[config.mk]
export PLATFORM = sky130hd
export DESIGN_NAME = ps2_keyboard_flat
export DESIGN_NICKNAME = d
export VERILOG_FILES = /design/src/rtl/ps2_keyboard_pkg.sv /design/src/rtl/ps2_keyboard_if.sv /design/src/rtl/ps2_keyboard_filter.sv /design/src/rtl/ps2_keyboard.sv /design/src/flat_wrapper.sv
export SDC_FILE = /design/constraint.sdc
export NUM_CORES = 1
export LEC_CHECK = 0
export ABC_AREA = 1
export CAP_MARGIN = 20
export CORE_ASPECT_RATIO = 0.75
export CORE_MARGIN = 4
export CORE_UTILIZATION = 55
export CTS_CLUSTER_SIZE = 12
export DETAILED_ROUTE_END_ITERATION = 12
export PLACE_DENSITY = 0.75
export SYNTH_ARGS = -nofsm -noshare
export SYNTH_HDL_FRONTEND = slang
export SYNTH_SLANG_ARGS = --single-unit
[constraint.sdc]
create_clock -name clock -period 3.61 [get_ports clock]
set_input_delay 0.722 -clock clock [delete_from_list [all_inputs] [get_ports clock]]
set_output_delay 0.722 -clock clock [all_outputs]
set_load 0.02 [all_outputs]
[src/rtl/ps2_keyboard_pkg.sv]
// Shared types and constants for the PS/2 keyboard receiver.
// Also holds the frame parity helper used by the frame evaluation logic.
package ps2_keyboard_pkg;

  typedef enum logic [1:0] {
    IDLE   = 2'd0,
    DATA   = 2'd1,
    PARITY = 2'd2,
    STOP   = 2'd3
  } ps2_state_e;

  localparam logic [7:0] PS2_EXT = 8'hE0;
  localparam logic [7:0] PS2_REL = 8'hF0;

  localparam int FILT_DEFAULT    = 8;
  localparam int TIMEOUT_DEFAULT = 50000;

  // PS/2 uses odd parity: data bits plus parity bit must contain an odd number of ones.
  function automatic logic frame_parity_ok(input logic [7:0] data, input logic parity);
    return ^{data, parity};
  endfunction

endpackage

[src/rtl/ps2_keyboard_if.sv]
// Bundle of the PS/2 line inputs and the decoded key-event outputs.
// The receiver uses the master view; a key-event consumer uses the slave view.
interface ps2_keyboard_if;

  logic       ps2_clk;
  logic       ps2_dat;
  logic       kdone;
  logic [7:0] kdata;
  logic       krelease;
  logic       kext;
  logic       kerr;

  modport master (
    input  ps2_clk,
    input  ps2_dat,
    output kdone,
    output kdata,
    output krelease,
    output kext,
    output kerr
  );

  modport slave (
    input ps2_clk,
    input ps2_dat,
    input kdone,
    input kdata,
    input krelease,
    input kext,
    input kerr
  );

endinterface

[src/rtl/ps2_keyboard_filter.sv]
// Two-flop synchronizer plus deglitcher for the PS/2 clock line.
// The filtered level only moves after FILT consecutive samples disagree with it.
module ps2_filter
  import ps2_keyboard_pkg::*;
#(
  parameter int FILT = FILT_DEFAULT
) (
  input  logic clock,
  input  logic reset_n,
  input  logic raw,
  output logic fall
);

  localparam int CW = (FILT > 1) ? $clog2(FILT) : 1;
  localparam logic [CW-1:0] CNT_LAST = CW'(FILT - 1);

  logic          meta_r;
  logic          sync_r;
  logic          level_r;
  logic [CW-1:0] cnt_r;
  logic          fall_r;

  // Synchronize, count disagreeing samples, flip the level and flag a falling edge.
  always_ff @(posedge clock) begin
    if (!reset_n) begin
      meta_r  <= 1'b1;
      sync_r  <= 1'b1;
      level_r <= 1'b1;
      cnt_r   <= '0;
      fall_r  <= 1'b0;
    end else begin
      meta_r <= raw;
      sync_r <= meta_r;
      fall_r <= 1'b0;
      if (sync_r == level_r) begin
        cnt_r <= '0;
      end else if (cnt_r == CNT_LAST) begin
        level_r <= sync_r;
        cnt_r   <= '0;
        fall_r  <= ~sync_r;
      end else begin
        cnt_r <= cnt_r + CW'(1'b1);
      end
    end
  end

  assign fall = fall_r;

endmodule

[src/rtl/ps2_keyboard.sv]
// PS/2 keyboard receiver: frames bits on filtered clock falls, strips E0/F0 prefixes
// and presents one strobed scan code per key event, or an error strobe.
module ps2_keyboard
  import ps2_keyboard_pkg::*;
#(
  parameter int FILT    = FILT_DEFAULT,
  parameter int TIMEOUT = TIMEOUT_DEFAULT
) (
  input  logic           clock,
  input  logic           reset_n,
  ps2_keyboard_if.master kbd
);

  localparam int TW = $clog2(TIMEOUT + 1);
  localparam logic [TW-1:0] TIMEOUT_V = TW'(TIMEOUT);

  logic          fall_s;
  logic          dat_meta_r;
  logic          dat_sync_r;
  ps2_state_e    state_r;
  ps2_state_e    next_state_s;
  logic [2:0]    bit_cnt_r;
  logic [7:0]    shift_r;
  logic          parity_r;
  logic [TW-1:0] timeout_r;
  logic          ext_pend_r;
  logic          ext_pend_s;
  logic          rel_pend_r;
  logic          rel_pend_s;
  logic          kdone_r;
  logic          kdone_s;
  logic          kerr_r;
  logic          kerr_s;
  logic [7:0]    kdata_r;
  logic [7:0]    kdata_s;
  logic          krelease_r;
  logic          krelease_s;
  logic          kext_r;
  logic          kext_s;
  logic          abort_s;
  logic          frame_done_s;
  logic          frame_good_s;

  ps2_filter #(.FILT(FILT)) u_clk_filter (
    .clock   (clock),
    .reset_n (reset_n),
    .raw     (kbd.ps2_clk),
    .fall    (fall_s)
  );

  // Data line only needs synchronizing; it is stable while the filtered clock settles.
  always_ff @(posedge clock) begin
    if (!reset_n) begin
      dat_meta_r <= 1'b1;
      dat_sync_r <= 1'b1;
    end else begin
      dat_meta_r <= kbd.ps2_dat;
      dat_sync_r <= dat_meta_r;
    end
  end

  assign abort_s      = (state_r != IDLE) && (timeout_r == TIMEOUT_V);
  assign frame_done_s = fall_s && (state_r == STOP);
  assign frame_good_s = frame_parity_ok(shift_r, parity_r) && dat_sync_r;

  // FSM state register.
  always_ff @(posedge clock) begin
    if (!reset_n) begin
      state_r <= IDLE;
    end else begin
      state_r <= next_state_s;
    end
  end

  // Next-state logic; a timeout overrides any edge arriving in the same cycle.
  always_comb begin
    next_state_s = state_r;
    if (abort_s) begin
      next_state_s = IDLE;
    end else if (fall_s) begin
      case (state_r)
        IDLE:    next_state_s = dat_sync_r ? IDLE : DATA;
        DATA:    next_state_s = (bit_cnt_r == 3'd7) ? PARITY : DATA;
        PARITY:  next_state_s = STOP;
        STOP:    next_state_s = IDLE;
        default: next_state_s = IDLE;
      endcase
    end else begin
      next_state_s = state_r;
    end
  end

  // Bit counter, shift register, parity capture and inactivity timer.
  always_ff @(posedge clock) begin
    if (!reset_n) begin
      bit_cnt_r <= 3'd0;
      shift_r   <= 8'h00;
      parity_r  <= 1'b0;
      timeout_r <= '0;
    end else begin
      if (fall_s || (state_r == IDLE) || abort_s) begin
        timeout_r <= '0;
      end else begin
        timeout_r <= timeout_r + TW'(1'b1);
      end
      if (fall_s && !abort_s) begin
        case (state_r)
          IDLE: bit_cnt_r <= 3'd0;
          DATA: begin
            shift_r   <= {dat_sync_r, shift_r[7:1]};
            bit_cnt_r <= bit_cnt_r + 3'd1;
          end
          PARITY:  parity_r <= dat_sync_r;
          STOP:    bit_cnt_r <= 3'd0;
          default: bit_cnt_r <= 3'd0;
        endcase
      end
    end
  end

  // Output decode: prefixes arm pend flags, codes strobe kdone, errors strobe kerr.
  always_comb begin
    kdone_s    = 1'b0;
    kerr_s     = 1'b0;
    kdata_s    = kdata_r;
    krelease_s = krelease_r;
    kext_s     = kext_r;
    ext_pend_s = ext_pend_r;
    rel_pend_s = rel_pend_r;
    if (abort_s) begin
      kerr_s     = 1'b1;
      ext_pend_s = 1'b0;
      rel_pend_s = 1'b0;
    end else if (frame_done_s) begin
      if (!frame_good_s) begin
        kerr_s     = 1'b1;
        ext_pend_s = 1'b0;
        rel_pend_s = 1'b0;
      end else if (shift_r == PS2_EXT) begin
        ext_pend_s = 1'b1;
      end else if (shift_r == PS2_REL) begin
        rel_pend_s = 1'b1;
      end else begin
        kdone_s    = 1'b1;
        kdata_s    = shift_r;
        krelease_s = rel_pend_r;
        kext_s     = ext_pend_r;
        ext_pend_s = 1'b0;
        rel_pend_s = 1'b0;
      end
    end else begin
      kdone_s = 1'b0;
    end
  end

  // Registered outputs and pend flags.
  always_ff @(posedge clock) begin
    if (!reset_n) begin
      kdone_r    <= 1'b0;
      kerr_r     <= 1'b0;
      kdata_r    <= 8'h00;
      krelease_r <= 1'b0;
      kext_r     <= 1'b0;
      ext_pend_r <= 1'b0;
      rel_pend_r <= 1'b0;
    end else begin
      kdone_r    <= kdone_s;
      kerr_r     <= kerr_s;
      kdata_r    <= kdata_s;
      krelease_r <= krelease_s;
      kext_r     <= kext_s;
      ext_pend_r <= ext_pend_s;
      rel_pend_r <= rel_pend_s;
    end
  end

  assign kbd.kdone    = kdone_r;
  assign kbd.kerr     = kerr_r;
  assign kbd.kdata    = kdata_r;
  assign kbd.krelease = krelease_r;
  assign kbd.kext     = kext_r;

endmodule

[src/flat_wrapper.sv]
// flat-port wrapper written by rule: the top's interface ports become plain ports
module ps2_keyboard_flat import ps2_keyboard_pkg::*;
#(
  parameter int FILT    = FILT_DEFAULT,
  parameter int TIMEOUT = TIMEOUT_DEFAULT
)
  (clock, reset_n, kbd_ps2_clk, kbd_ps2_dat, kbd_kdone, kbd_kdata, kbd_krelease, kbd_kext, kbd_kerr);
  ps2_keyboard_if kbd_i ();
  input  logic clock;
  input  logic reset_n;
  input wire logic [$bits(kbd_i.ps2_clk)-1:0] kbd_ps2_clk;
  input wire logic [$bits(kbd_i.ps2_dat)-1:0] kbd_ps2_dat;
  output wire logic [$bits(kbd_i.kdone)-1:0] kbd_kdone;
  output wire logic [$bits(kbd_i.kdata)-1:0] kbd_kdata;
  output wire logic [$bits(kbd_i.krelease)-1:0] kbd_krelease;
  output wire logic [$bits(kbd_i.kext)-1:0] kbd_kext;
  output wire logic [$bits(kbd_i.kerr)-1:0] kbd_kerr;
  assign kbd_i.ps2_clk = kbd_ps2_clk;
  assign kbd_i.ps2_dat = kbd_ps2_dat;
  assign kbd_kdone = kbd_i.kdone;
  assign kbd_kdata = kbd_i.kdata;
  assign kbd_krelease = kbd_i.krelease;
  assign kbd_kext = kbd_i.kext;
  assign kbd_kerr = kbd_i.kerr;
  ps2_keyboard #(.FILT(FILT), .TIMEOUT(TIMEOUT)) u_core (.clock(clock), .reset_n(reset_n), .kbd(kbd_i));
endmodule
==> results of run 1 <==
## power by group
group	switching, mW	internal (mW)	total (mW)
logic	0.00959	0.00673	0.0163
registers	0.00130	0.587	0.588
clock network	0.195	0.208	0.403
## sequential cells by signal, indices dropped and copies added (netlist names), 3 cells and up, named ones only
signal	cells
u_core.timeout_r	16
u_core.shift_r	8
u_core.bit_cnt_r	3
u_core.kbd.kdata	8
u_core.u_clk_filter.cnt_r	3
## logic make-up (layout without fill, tap and decap cells)
kind of cell,Yosys count,after routing
adder cells (fa/ha/maj),10,10
AO/OA/AOI/OAI,54,54
AND/OR/NAND/NOR,144,144
XOR/XNOR,5,5
buffers and inverters,50,66
flip-flops,53,53
## routing by layer
metal | track usage | wire length [um] | share of wire
met1 | 0.2407 | 2375 | 0.53
met2 | 0.2803 | 1877 | 0.42
met5 | 0 | 0 | 0
met4 | 0.05929 | 29 | 0.0065
met3 | 0.04135 | 192 | 0.043
## worst max path at each step
stage,from,endpoint,slack (ps),depth (start not counted)
after floorplan,u_core.state_r[0],u_core.shift_r[5],2000,10
after global placement,reset_n,u_core.timeout_r[2],1320,5
after detailed placement,reset_n,u_core.timeout_r[2],1270,5
after CTS,flip-flop,u_core.kbd.kdata[3],1310,11
after global routing,flip-flop,u_core.kbd.kdata[7],1030,11
final,u_core.state_r[0],u_core.kbd.kdata[3],1300,11
## Yosys cell counts (all sizes together)
cell	n	area, um^2
a31oi	1	6.260
dfxtp	53	1061
a21oi	34	204.0
nand3	27	145.1
or2	5	31.28
buf	6	42.54
nor3b	1	7.510
clkbuf	2	7.510
ha	10	125.1
xor2	5	43.79
inv	40	150.2
nand3b	2	15.01
a211oi	2	15.01
nor4	3	31.28
o21ai	17	85.08
clkinv	2	7.510
nand4	3	18.77
nand2	65	281.5
nor3	3	25.02
nor2	35	131.4
## critical path, delay by kind of cell, from the launching register on
family	cells	cell delay [ps]
AO/OA/AOI/OAI	1	50
adder cells (fa/ha/maj)	1	270
buffers and inverters	1	110
flip-flops	1	360
AND/OR/NAND/NOR	8	1410
## through the flow
step	worst slack, ps	instances
floorplan	1998	316
global placement	1325	379
detailed placement	1266	379
CTS	1313	387
global route	1035	387
finish	1300	387
## area by class of cell
type / count / share of cell area
clock inverter: 3 / 0.01698
inverter: 42 / 0.05782
sequential: 53 / 0.3892
clock buffer: 5 / 0.02524
multi-input combinational: 213 / 0.4277
timing repair buffer: 16 / 0.05782
tap: 55 / 0.02524
==> key figures, run 1 <==
Floorplan
  – Core Region: 4154 um^2
  – Die height: 65.62 um
  – Cell Rows: 20
  – Die Wd: 84.83 um
  – Starting Density: 0.5861
  – Num ports: 16
  – DIE AREA: 5567 um^2

Detailed routing
  – DRT antenna net count: 0
  – Drt drc: 0
  – 1st-iter DRT viols: 126
  – Via count: 2,010
  – Vias/cell: 5.194
  – Drt total wl: 4.474 mm
  – Routed len/inst: 11.56 um
  – Drt first pass iters: 5

Setup path
  – Reg2reg path depth: 11
  – RR Startpoint: u_core.state_r[0]
  – Critical Path AT: 2500 ps
  – Highest-delay cell along the critical path: nor2_1
  – Startpoint Class: flip-flop
  – CP required: 3800 ps
  – CP Capture Type: flip-flop
  – R2R Path End: u_core.kbd.kdata[3]
  – Crit-path max FO: 11
  – CP Cell Sequence: inv_1, ha_1, nor2_1, nand2_1, nor2_1, nand2_2, nand2_1, nor2_1, nand2_2, nand2_2, a21oi_2
  – Largest stage delay, worst path: 510 ps
  – R2R Setup Slk: 1300 ps
  – Crit Path Class: reg2reg

Clocking
  – H-tree levels: 2
  – Clock slew at reported path FFs: 100 ps
  – Post-CTS sizing: 0
  – Clock latency on the worst-skew pair: 300 ps
  – Longest Clk Path Bufs: 2
  – Post-CTS setup buffer count: 0
  – Cts bufs inserted: 5
  – Cts hold-fix bufs: 0
  – Clock sink total: 53
  – Root Buffer Master: clkbuf_8
  – CTS tree: built

Final layout
  – Area of the multi-input gates: 1166 um^2
  – Sequential cell area: 1061 um^2
  – Ratio of cells with drive above 1 in the final layout: 0.1536
  – Area Overhead vs Synth: 11.97%
  – Commonest cells after routing, fill and taps aside: 53 x dfxtp_1, 50 x nand2_1, 35 x nor2_1, 33 x inv_1
  – Ant diodes: 0
  – Final instance area: 2726 um^2
  – Nets: 345
  – Fill cell count: 399
  – Layout Utilization: 0.6563
  – Most common cell after layout, fill and taps aside: dfxtp_1

Yosys
  – Synth warnings: 0
  – Synth Area in Compound Gates: 0.1274
  – Synth cell types: 28
  – Post-Synth Adder-Cell Area: 0.05139
  – Post-Synth XOR/XNOR Area: 0.01799
  – Netlist Area Pre-Place: 2435 um^2
  – Cells after Synth: 316
  – Synth Net Count: 330
  – Synth Area in Simple Gates: 0.2821
  – Main combinational cell family by area after synthesis: simple AND/OR/NAND/NOR gates
  – Post-synthesis mux area share: 0
  – Mean Syn Cell Area: 7.705 um^2
  – Number of synthesized register bits: 53
  – Seq/Total Area, Yosys: 0.4358

STA
  – Hold WS: 422.4 ps
  – Final Hold Violating Endpoints: 0
  – Fmax achieved: 0.4328 GHz
  – Worst Skew: 11.15 ps
  – Period utilization: 0.6400
  – Slew HR: 0.5592
  – Max-slew violations: 0
  – RSZ-0062 raised after global routing: no
  – Setup tns final: 0 ps
  – Final setup viols: 0
  – Tmin final: 2311 ps
  – Pin slew with the least headroom to its limit: 658.8 ps

Pwr
  – Leak pwr: 0.9917 nW
  – Pwr per Cell Area: 369.5 nW/um^2
  – Total power: 1.007 mW
  – Worst vdd ir: 0.2509 mV

Worst hold path
  – Worst Hold Depth: 1
  – Hold Path End: u_core.dat_sync_r
  – Hold path start: u_core.dat_meta_r
  – HP Class: reg2reg

GRT
  – GRT overflow: 0
  – Initial antenna violation count: 0
  – Largest net degree at the start of global routing: 20
  – First-pass GRT wire length: 7.935 mm
  – All-Layer GR Usage: 0.1777
  – Vias in the first global route: 1,847

Run
  – Max-Cap Viols: 0

Run status
  – Outcome: completed

Placed design
  – Port Buffer Count: 15
  – GPL Wtd Cong: 0.8916
  – Post-detail-place hpwl: 3.361 mm
  – Area of placed instances: 2611 um^2
No activity file was read; power rests on OpenSTA's default activity.
==> inputs of run 2 (changes only) <==
--- a/config.mk
+++ b/config.mk
@@ -9,10 +9,10 @@
 export CAP_MARGIN = 20
 export CORE_ASPECT_RATIO = 0.75
 export CORE_MARGIN = 4
-export CORE_UTILIZATION = 55
+export CORE_UTILIZATION = 52
 export CTS_CLUSTER_SIZE = 12
 export DETAILED_ROUTE_END_ITERATION = 12
-export PLACE_DENSITY = 0.75
+export PLACE_DENSITY = 0.74
 export SYNTH_ARGS = -nofsm -noshare
 export SYNTH_HDL_FRONTEND = slang
 export SYNTH_SLANG_ARGS = --single-unit
==> constraint.sdc (replaced) <==
create_clock -name clock -period 1.88 [get_ports clock]
set_input_delay 0.376 -clock clock [delete_from_list [all_inputs] [get_ports clock]]
set_output_delay 0.376 -clock clock [all_outputs]
set_load 0.02 [all_outputs]
==> run 2 against run 1 <==
  * Maximum frequency up 36%
  * Sequential power up 92%
  * Power is 77% higher
  * Clock skew fell by 5.9 ps
  * Critical path depth shrank 1
  * Flip-flop and latch count is the same
  * Critical endpoint is now u_core.timeout_r[14]
  * Register-to-register slack worse by 1100 ps
  * Clock-buffer cell count grew 1
  * Largest power group unchanged
  * Via count decreased by 0.65%
  * Combinational power rose by 110%
  * Global-route usage decreased by 1.1 points
==> key figures, run 2 (synthesized netlist as in run 1, its figures left out) <==
Final layout
  – Commonest cells after routing, fill and taps aside: 50 x nand2_1, 50 x dfxtp_1, 33 x inv_1, 31 x nor2_1, 25 x a21oi_1
  – Area Overhead vs Synth: 13.72%
  – Max reg flops: 16
  – Nets: 350
  – Ratio of cells with drive above 1 in the final layout: 0.1869
  – Ant diodes: 0
  – Largest Register: u_core.timeout_r

Clocking
  – Clock slew at reported path FFs: 90 ps
  – Post-CTS setup buffer count: 0
  – CTS tree: built
  – Clock latency on the worst-skew pair: 300 ps
  – H-tree levels: 2
  – Clock sink total: 53
  – Root Buffer Master: clkbuf_8
  – Longest Clk Path Bufs: 2
  – Cts bufs inserted: 5

STA
  – Hold WS: 421.8 ps
  – Worst Skew: 5.231 ps
  – Pin slew with the least headroom to its limit: 334.8 ps
  – Period utilization: 0.9009
  – Setup tns final: 0 ps
  – Tmin final: 1694 ps
  – Max-slew violations: 0
  – RSZ-0062 raised after global routing: no
  – Final setup viols: 0
  – Fmax achieved: 0.5904 GHz
  – Final Hold Violating Endpoints: 0
  – Slew HR: 0.7765

Pwr
  – Total power: 1.784 mW
  – Switching share of power: 0.2133
  – Clock power frac: 0.348
  – Sequential share of power: 0.633
  – Internal: 1.403 mW
  – Pwr per Cell Area: 644.2 nW/um^2
  – Worst vdd ir: 0.4711 mV
  – Leak pwr: 1.015 nW
  – Sw Pwr: 380.5 uW
  – Gate power share: 0.019

Placed design
  – Port Buffer Count: 15
  – Post-detail-place hpwl: 3.385 mm
  – GPL Wtd Cong: 0.8299

Setup path
  – Largest stage delay, worst path: 390 ps
  – Critical Path Most Common Cell: nor2_2
  – CP Capture Type: flip-flop
  – Crit-path max FO: 4
  – CP Cell Sequence: ha_1, nand2_1, nor2_2, nand3_2, nor2_2, nand2_1, nor2_2, nand3_1, o21ai_1, a21oi_1
  – Critical Path AT: 1890 ps
  – Highest-delay cell along the critical path: dfxtp_1
  – Startpoint Class: flip-flop
  – CP required: 2080 ps
  – Crit Path Class: reg2reg

Detailed routing
  – DRT antenna net count: 0
  – Drt total wl: 4.556 mm
  – Vias/cell: 5.069
  – 1st-iter DRT viols: 195
  – Drt first pass iters: 4
  – Drt drc: 0
  – Routed len/inst: 11.56 um
  – Via count: 1,997

GRT
  – GRT overflow: 0
  – All-Layer GR Usage: 0.1666
  – First-pass GRT wire length: 7.693 mm
  – Largest net degree at the start of global routing: 17
  – Vias in the first global route: 1,746
  – Initial antenna violation count: 0

Floorplan
  – Die Wd: 87.02 um
  – Starting Density: 0.5419
  – DIE AREA: 5853 um^2
  – Die height: 67.26 um
  – Core Region: 4493 um^2
  – Num ports: 16
  – Cell Rows: 21

Run status
  – Outcome: completed

Worst hold path
  – HP Class: reg2reg

Run
  – Max-Cap Viols: 0
-- run 2: layout make-up --
| class | instances | area [um^2] |
|---|---|---|
| sequential | 53 | 1065 |
| clock buffer | 6 | 72.57 |
| inverter | 42 | 157.7 |
| timing repair buffer | 21 | 195.2 |
| tap | 57 | 71.32 |
| clock inverter | 2 | 15.01 |
| multi-input combinational | 213 | 1192 |
| fill | 387 | 1724 |
-- run 2: routing by layer --
layer | GRT usage | routed length [um] | vias to the layer above
li1 | - | - | 1063
met1 | 0.2325 | 2368 | 881
met2 | 0.2509 | 1849 | 48
met3 | 0.04268 | 293 | 5
met4 | 0.05447 | 44 | 0
met5 | 0 | 0 | -
-- run 2: worst paths after layout --
check,startpoint,end,slack (ps),depth (start not counted)
worst min register to register,u_core.u_clk_filter.meta_r,u_core.u_clk_filter.sync_r,420,1
worst min-delay path,u_core.u_clk_filter.meta_r,u_core.u_clk_filter.sync_r,420,1
worst max register to register,u_core.timeout_r[0],u_core.timeout_r[14],190,10
worst max-delay path,u_core.timeout_r[0],u_core.timeout_r[14],190,10
-- run 2: power groups by stage --
stage	logic (mW)	registers (mW)	clock network [mW]
2_1_floorplan	0.0192	1.15	0
3_3_place_gp	0.0335	1.15	0
5_1_grt	0.0384	1.13	0.684
3_5_place_dp	0.0339	1.16	0
6_report	0.0342	1.13	0.621
4_1_cts	0.0340	1.13	0.643
-- run 2: what timing repair did --
item | 4_1_cts | 5_1_grt
hold buffers | 0 | 0
setup endpoints to repair | 0 | 21
resized for setup | 0 | 10
-- run 2: metrics by stage --
stage	area, um^2	std cells	worst slack [ps]	utilization
floorplan	2435	316	267.8	-
global placement	2651	386	139.8	0.5901
detailed placement	2651	386	90.24	0.5901
CTS	2739	394	62.02	0.6096
global route	2769	394	4.442	0.6163
finish	2769	394	186.4	0.6163
-- run 2: critical path, delay by kind of cell (launching register included) --
family,cells,cell delay (ps)
compound gates,2,170
simple gates,7,830
flops,1,390
fa+ha+maj,1,190
